[config.mk]
export PLATFORM = sky130hd
export DESIGN_NAME = fpnew_opgroup_reorder_buffer
export DESIGN_NICKNAME = d
export VERILOG_FILES = /design/src/rtl/fpnew_opgroup_reorder_buffer.sv
export SDC_FILE = /design/constraint.sdc
export NUM_CORES = 2
export LEC_CHECK = 0
export BUFFER_PORTS_ARGS = -buffer_cell sky130_fd_sc_hd__buf_4
export CAP_MARGIN = 40
export CORE_MARGIN = 8
export CORE_UTILIZATION = 47
export DETAILED_ROUTE_END_ITERATION = 12
export HOLD_SLACK_MARGIN = 0.05
export MAX_ROUTING_LAYER = met4
export PLACE_DENSITY = 0.64
export SYNTH_ARGS = -nofsm -noshare
export SYNTH_HDL_FRONTEND = slang
export SYNTH_SLANG_ARGS = --single-unit
[constraint.sdc]
create_clock -name clk_i -period 7.8 [get_ports clk_i]
set_input_delay 1.56 -clock clk_i [delete_from_list [all_inputs] [get_ports clk_i]]
set_output_delay 1.56 -clock clk_i [all_outputs]
set_load 0.05 [all_outputs]
[src/rtl/fpnew_opgroup_reorder_buffer.sv]
// Issue-order retirement buffer for an FPU operation group: slices write back out of order,
// results leave in issue order. Optional same-cycle head bypass under FPNEW_ROB_BYPASS_EN.
module fpnew_opgroup_reorder_buffer #(
    parameter int unsigned NumSlices = 4,
    parameter int unsigned Width     = 64,
    parameter int unsigned Depth     = 8,
    parameter int unsigned TagWidth  = 8,
    localparam int unsigned IdxW     = $clog2(Depth)
) (
    input  logic                      clk_i,
    input  logic                      rst_ni,
    input  logic                      flush_i,
    input  logic                      issue_valid_i,
    output logic                      issue_ready_o,
    input  logic [TagWidth-1:0]       issue_tag_i,
    output logic [IdxW-1:0]           issue_id_o,
    input  logic [NumSlices-1:0]      slc_valid_i,
    output logic [NumSlices-1:0]      slc_ready_o,
    input  logic [NumSlices*IdxW-1:0] slc_id_i,
    input  logic [NumSlices*Width-1:0] slc_result_i,
    input  logic [NumSlices*5-1:0]    slc_status_i,
    output logic                      out_valid_o,
    input  logic                      out_ready_i,
    output logic [Width-1:0]          result_o,
    output logic [4:0]                status_o,
    output logic [TagWidth-1:0]       tag_o,
    output logic                      busy_o,
    output logic                      error_o
);

    logic [IdxW:0]         head_q, tail_q;
    logic [IdxW-1:0]       head_idx, tail_idx;
    logic                  empty, full;
    logic [Depth-1:0]      alloc_q, done_q;
    logic [Width-1:0]      result_q [Depth];
    logic [4:0]            status_q [Depth];
    logic [TagWidth-1:0]   tag_q    [Depth];
    logic                  error_q;
    logic [IdxW-1:0]       slc_id [NumSlices];
    logic [NumSlices-1:0]  wb_ok, wb_bad;
    logic                  issue_fire, retire;

    assign head_idx = head_q[IdxW-1:0];
    assign tail_idx = tail_q[IdxW-1:0];
    assign empty    = (head_q == tail_q);
    assign full     = (head_idx == tail_idx) && (head_q[IdxW] != tail_q[IdxW]);

    assign issue_ready_o = !full && !flush_i;
    assign issue_fire    = issue_valid_i && issue_ready_o;
    assign issue_id_o    = tail_idx;
    assign slc_ready_o   = {NumSlices{!flush_i}};
    assign busy_o        = !empty;
    assign error_o       = error_q;

    always_comb begin
        for (int unsigned s = 0; s < NumSlices; s++) begin
            slc_id[s] = slc_id_i[s*IdxW +: IdxW];
        end
    end

    // A write lands only on an allocated, pending slot that no other slice targets this cycle.
    always_comb begin
        logic collide;
        collide = 1'b0;
        wb_ok   = '0;
        wb_bad  = '0;
        for (int unsigned s = 0; s < NumSlices; s++) begin
            if (slc_valid_i[s] && !flush_i) begin
                collide = 1'b0;
                for (int unsigned t = 0; t < NumSlices; t++) begin
                    if (t != s && slc_valid_i[t] && slc_id[t] == slc_id[s]) begin
                        collide = 1'b1;
                    end
                end
                if (!collide && alloc_q[slc_id[s]] && !done_q[slc_id[s]]) begin
                    wb_ok[s] = 1'b1;
                end else begin
                    wb_bad[s] = 1'b1;
                end
            end
        end
    end

    always_comb begin
        out_valid_o = !empty && done_q[head_idx];
        result_o    = result_q[head_idx];
        status_o    = status_q[head_idx];
`ifdef FPNEW_ROB_BYPASS_EN
        for (int unsigned s = 0; s < NumSlices; s++) begin
            if (wb_ok[s] && slc_id[s] == head_idx) begin
                out_valid_o = 1'b1;
                result_o    = slc_result_i[s*Width +: Width];
                status_o    = slc_status_i[s*5 +: 5];
            end
        end
`endif
    end

    assign tag_o  = tag_q[head_idx];
    assign retire = out_valid_o && out_ready_i && !flush_i;

    always_ff @(posedge clk_i or negedge rst_ni) begin
        if (!rst_ni) begin
            head_q  <= '0;
            tail_q  <= '0;
            alloc_q <= '0;
            done_q  <= '0;
            error_q <= 1'b0;
            for (int unsigned i = 0; i < Depth; i++) begin
                result_q[i] <= '0;
                status_q[i] <= '0;
                tag_q[i]    <= '0;
            end
        end else if (flush_i) begin
            head_q  <= '0;
            tail_q  <= '0;
            alloc_q <= '0;
            done_q  <= '0;
        end else begin
            for (int unsigned s = 0; s < NumSlices; s++) begin
                if (wb_ok[s]) begin
                    result_q[slc_id[s]] <= slc_result_i[s*Width +: Width];
                    status_q[slc_id[s]] <= slc_status_i[s*5 +: 5];
                    done_q[slc_id[s]]   <= 1'b1;
                end
            end
            if (|wb_bad) begin
                error_q <= 1'b1;
            end
            // Retire comes after writeback so a bypassed head never keeps its done bit.
            if (retire) begin
                alloc_q[head_idx] <= 1'b0;
                done_q[head_idx]  <= 1'b0;
                head_q            <= head_q + 1'b1;
            end
            if (issue_fire) begin
                alloc_q[tail_idx] <= 1'b1;
                done_q[tail_idx]  <= 1'b0;
                tag_q[tail_idx]   <= issue_tag_i;
                tail_q            <= tail_q + 1'b1;
            end
        end
    end

endmodule

After elaboration in Yosys (flattened, before gate mapping)
Index checks and enable logic that the tools add are counted.
{"block": "word_totals", "input_bits": 305, "ff_bits": 641}
{"block": "op_classes", "n_eq_ne": 15, "bitwise_logic": 17, "magnitude_cmp": 23, "addsub": 2, "reduce_logical": 57, "n_mux": 132}
{"op": "2-to-1 mux 512 bit", "n": 7}
{"op": "bitwise mux 512 bit", "n": 4}
{"op": "demux 64 bit (select 3 bit)", "n": 4}
{"op": "2-to-1 mux 64 bit", "n": 6}
{"op": "2-to-1 mux 40 bit", "n": 7}
{"op": "binary-select mux 64 bit (select 3 bit)", "n": 1}
{"op": "bitwise mux 40 bit", "n": 4}
{"op": "2-to-1 mux 8 bit", "n": 19}
{"op": "bitwise mux 64 bit", "n": 1}
{"op": "demux 5 bit (select 3 bit)", "n": 4}
{"op": "2-to-1 mux 1 bit", "n": 47}
{"op": "logical AND 1 bit", "n": 41}
{"op": "OR 8 bit", "n": 5}
{"op": "== test 3 bit", "n": 13}
{"op": "2-to-1 mux 5 bit", "n": 6}
{"op": "binary-select mux 1 bit (select 3 bit)", "n": 9}
{"op": "AND 8 bit", "n": 3}
{"op": "binary-select mux 8 bit (select 3 bit)", "n": 1}
{"op": "demux 8 bit (select 3 bit)", "n": 1}
{"op": "greater-or-equal comparator 4 bit, second input constant", "n": 6}
{"op": "less-than comparator 3 x 4 -> 1 bit, second input constant", "n": 6}
{"op": "inverter 3 -> 4 bit", "n": 6}
{"op": "less-than comparator 4 x 1 -> 1 bit, second input constant", "n": 5}
{"op": "demux 1 bit (select 3 bit)", "n": 6}
{"op": "12 further kinds", "n": 34}

Logic depth before layout (Yosys ltp)
{"block": "depth", "depth_word": 28, "depth_mapped": 13, "mapped_depth_nobuf": 7}

Worst setup path after synthesis
Ideal clock, no wire load.
{"block": "synth_path", "kind": "input port to output port", "from": "in flush_i", "to": "out slc_ready_o[1]", "required_time_ps": 6240, "arrival_ps": 2953, "stages": 4, "setup_slack_ps": 3287, "path_buffers": 3, "cell_sequence": "inv_2 > clkbuf_1 > clkbuf_1 > buf_4"}
{"block": "synth_between", "elab_chain_cells": 1}
{"element": "start: declaration", "line": "12", "text": "input logic flush_i,"}
{"element": "logical NOT 1 bit", "line": "51", "text": "assign slc_ready_o = {NumSlices{!flush_i}};"}
{"element": "end: declaration", "line": "18", "text": "output logic [NumSlices-1:0] slc_ready_o,"}
No other way between the ends.

Final worst setup path
{"block": "layout_path", "from": "reg head_q[0]", "to": "out result_o[0]"}
{"block": "layout_between", "elab_chain_cells": 4}
{"element": "start: declaration", "line": "31", "text": "logic [IdxW:0] head_q, tail_q;"}
{"element": "start signal: assignment", "line": "134", "text": "head_q <= head_q + 1'b1;"}
{"element": "inverter 3 -> 4 bit (implied by the code)", "line": "86", "text": "result_o = result_q[head_idx];"}
{"element": "binary-select mux 64 bit (select 3 bit)", "line": "86"}
{"element": "2-to-1 mux 64 bit (implied by the code) (2 in series)", "line": "86"}
{"element": "end: declaration", "line": "24", "text": "output logic [Width-1:0] result_o,"}
No other way between the ends. The select of a mux whose other input is x is not followed.

==> summary.md <==
| Metric | Value |
|---|---|
| Flop pwr share | 0.397 |
| Share of layout cells above drive strength 1 | 0.178 |
| Met1 wire length | 79000 um |
| Nets | 5558 |
| Syn_nets | 5810 |
| Critical path's slowest cell | dfrtp_4 |
| # H-tree levels | 3 |
| Final Max Tran Viols | 0 |
| Hold Violations, Final | 0 |
| Antenna violations before repair | 55 |
| Count of input and output buffers | 392 |
| Final period utilization | 0.743 |
| Postcts setup bufs | 0 |
| DRC Markers | 0 |
| Power share of the combinational group | 0.294 |
| Crit path top cell by count | buf_4 |
| Vias | about 49k |
| Worst-path cell chain | buf_4 -> and2_1 -> a221oi_1 -> a21oi_1 -> a221o_1 -> buf_4 |
| Metal2 WL | 93600 um |
| Fmax | 172 MHz |
| I/O pins | around 390 |
| Minimum clock period | 5800 ps |
| Gpl congestion | around 0.91 |
| Post-synthesis cell type count | 76 |
| Mapped Area | 45900 um^2 |
| Worst setup EP type | primary output |
| Vias per cell | 7.35 |
| Initial drt markers | around 7.9k |
| Max incr delay on CP | 940 ps |
| Setup TNS | 0 ps |
| WL met3 | approximately 33000 um |
| Worst vdd rail ir drop | 0.179 mV |
| Rows | 114 |
| DPL Wire Length | 125000 um |
| Root buf cell | clkbuf_16 |
| Number of synthesis warnings | 0 |
| Clock transition at path regs | 60 ps |
| Starting density of the core | 0.475 |
| # fillers | 8876 |
| Die area | 108000 um^2 |
| RSZ-0062 raised after global routing | no |
| Status | completed |
| Grt ovf | 0 |
| Worst path required time | between 6000 and 7000 ps |
| Clock skew | 17.0 ps |
| CTS Buf Count | just under 80 |
| Post_cts resized | 0 |
| Worst-case clock buffer depth | 3 |
| Startpoint Class | register |
| EDFF count, synth | 0 |
| Number of global-route vias before repair | 47.1k |
| Register area share after synthesis | 0.349 |
| DIE WIDTH | roughly 330 um |
| Routed len/inst | 33.0 um |
| CP Class | reg2out |
| CTS tree | done |
| Pre-antenna DRT Iters | 9 |
| Top Layer Used | met4 |
| Seq cells post-synth | 641 |
| Synth-to-Final Area Change | 12.1% |
| Pin count of the biggest net entering global routing | 151 |
| Ys flop type | dfrtp_1 |
| Cells after Synth | 5503 |
| Internal Power | 0.00817 W |
| Final ANT Viol Nets | 0 |
| Core area | 96700 um^2 |
| Worst-Margin Slew | 1080 ps |
| Total power | about 0.012 W |
| GRT Util Overall | 0.396 |
| Crit path max fanout | 42 |
| Clock power share | 0.309 |
| CTS sink count | 641 |
| Clk_lat worst skew | 650 ps |
| Max Cap Viol | 0 |
| First-pass GRT wire length | between 300000 and 400000 um |
| HP Class | reg2reg |
| Die outline height | 329 um |
| P_leak | approximately 22 nW |
| Net Sw Frac | 0.329 |
| Final setup violating endpoints | 0 |
| NetSw | 0.00400 W |
| Power per cell area | between 200 and 250 nW/um^2 |
| Drt total wl | 219000 um |
| Critical Path AT | 4240 ps |
| Syn Area/Cell | 8.34 um^2 |
| Async set-reset flop share out of synthesis | 1.00 |
| Hold buffer count at cts | 0 |
| Slew HR | 0.278 |
## power by group through the flow
stage               Sequential (W)  Combinational [W]  Clock [W]
floorplan                  0.00467            0.00271          0
global placement           0.00481            0.00343          0
detailed placement         0.00484            0.00353          0
CTS                        0.00479            0.00354    0.00376
global route               0.00491            0.00388    0.00388
finish                     0.00484            0.00358    0.00376
## worst paths after layout
kind                            from             to  slack, ps  cells past startpoint
setup / recovery           head_q[0]    result_o[0]       2000                      6
hold / removal               error_o        error_o        490                      1
setup reg to reg           done_q[2]  result_q[110]       3760                      8
hold reg to reg              error_o        error_o        490                      1
max in group asynchronous     rst_ni  result_q[424]       5510                      2
min in group asynchronous     rst_ni      tag_q[24]        890                      1
## cells in the final DEF, fill, tap and decap left out, types with 24 or more instances in the layout
cell       count
nand2_1      842
dfrtp_1      638
mux2i_1      491
buf_4        473
o22ai_1      353
nor2_1       348
a31oi_1      292
a21oi_1      288
a211o_1      139
mux2_2       136
o21ai_0      133
a221o_1      107
a31o_2       100
o211ai_1      89
nor3_1        83
clkbuf_16     81
o221ai_1      74
a211oi_1      71
a311o_1       70
a21o_1        69
a221oi_1      63
diode_2       58
clkbuf_1      24
## per-stage QoR
stage | instance area (um^2) | hold slack (ps) | setup slack, ps | utilization | cells
finish | 51500 | 490 | 2000 | 0.532 | 6640
floorplan | 45900 | 462 | 3290 | - | 5503
CTS | 51300 | 488 | 2160 | 0.531 | 6582
global route | 51500 | 514 | 2010 | 0.532 | 6637
detailed placement | 48800 | 475 | 2350 | 0.505 | 6446
global placement | 48100 | 461 | 2400 | 0.497 | 6417
## per-layer routing
layer / track usage / up-vias
met3: 0.129 / 1026
met1: 0.486 / 23500
li1: - / 20000
met5: - / -
met4: 0.238 / 0
met2: 0.566 / 4291
## critical path, delay by kind of cell, from the launching register on
kind / cells / cell delay, ps
AO/OA/AOI/OAI: 3 / 830
flip-flops: 1 / 940
buffers and inverters: 2 / 970
AND/OR/NAND/NOR: 1 / 810
## Yosys cell counts, types with 71 or more instances
master    count  area share
o22ai_1     353       0.048
a221o_1     107       0.023
mux2i_1     491        0.11
dfrtp_1     641        0.35
a211o_1     139       0.027
clkbuf_1    499       0.041
nand2_1     843       0.069
mux2_2      136       0.033
o221ai_1     74       0.014
a31o_2      100       0.019
a211oi_1     71       0.012
o21ai_0     133       0.014
buf_1       216       0.018
o211ai_1     89       0.015
a21oi_1     288       0.031
nor3_1       94       0.010
nor2_1      353       0.029
a31oi_1     292       0.040
## sequential cells by signal, summed over array words and instances, names as in the netlist
register,flops
tail_q,4
result_q,512
error_o,1
alloc_q,8
done_q,8
status_q,40
tag_q,64
head_q,4
## kinds of logic (layout without fill, tap and decap cells)
| kind of cell | Yosys count | in the layout | synth area share |
|---|---|---|---|
| AND/OR/NAND/NOR | 1427 | 1427 | 0.128 |
| multiplexers | 647 | 647 | 0.150 |
| flip-flops | 641 | 641 | 0.349 |
| other | 0 | 58 | 0 |
| XOR/XNOR | 27 | 27 | 0.00515 |
| AO/OA/AOI/OAI | 1894 | 1894 | 0.290 |
| buffers and inverters | 865 | 668 | 0.0768 |
| adder cells (fa/ha/maj) | 2 | 2 | 0.000545 |
## final cells by class
cell class	count	area (um^2)	area share
Antenna cell	58	145	0.00282
Clock buffer	123	2360	0.0459
Clock inverter	13	165	0.00321
Inverter	22	90.1	0.00175
Multi-Input combinational cell	3997	26600	0.517
Sequential cell	641	16100	0.312
Tap cell	1276	1600	0.0310
Timing Repair Buffer	510	4430	0.0862
(Power assumes the default switching activity.)
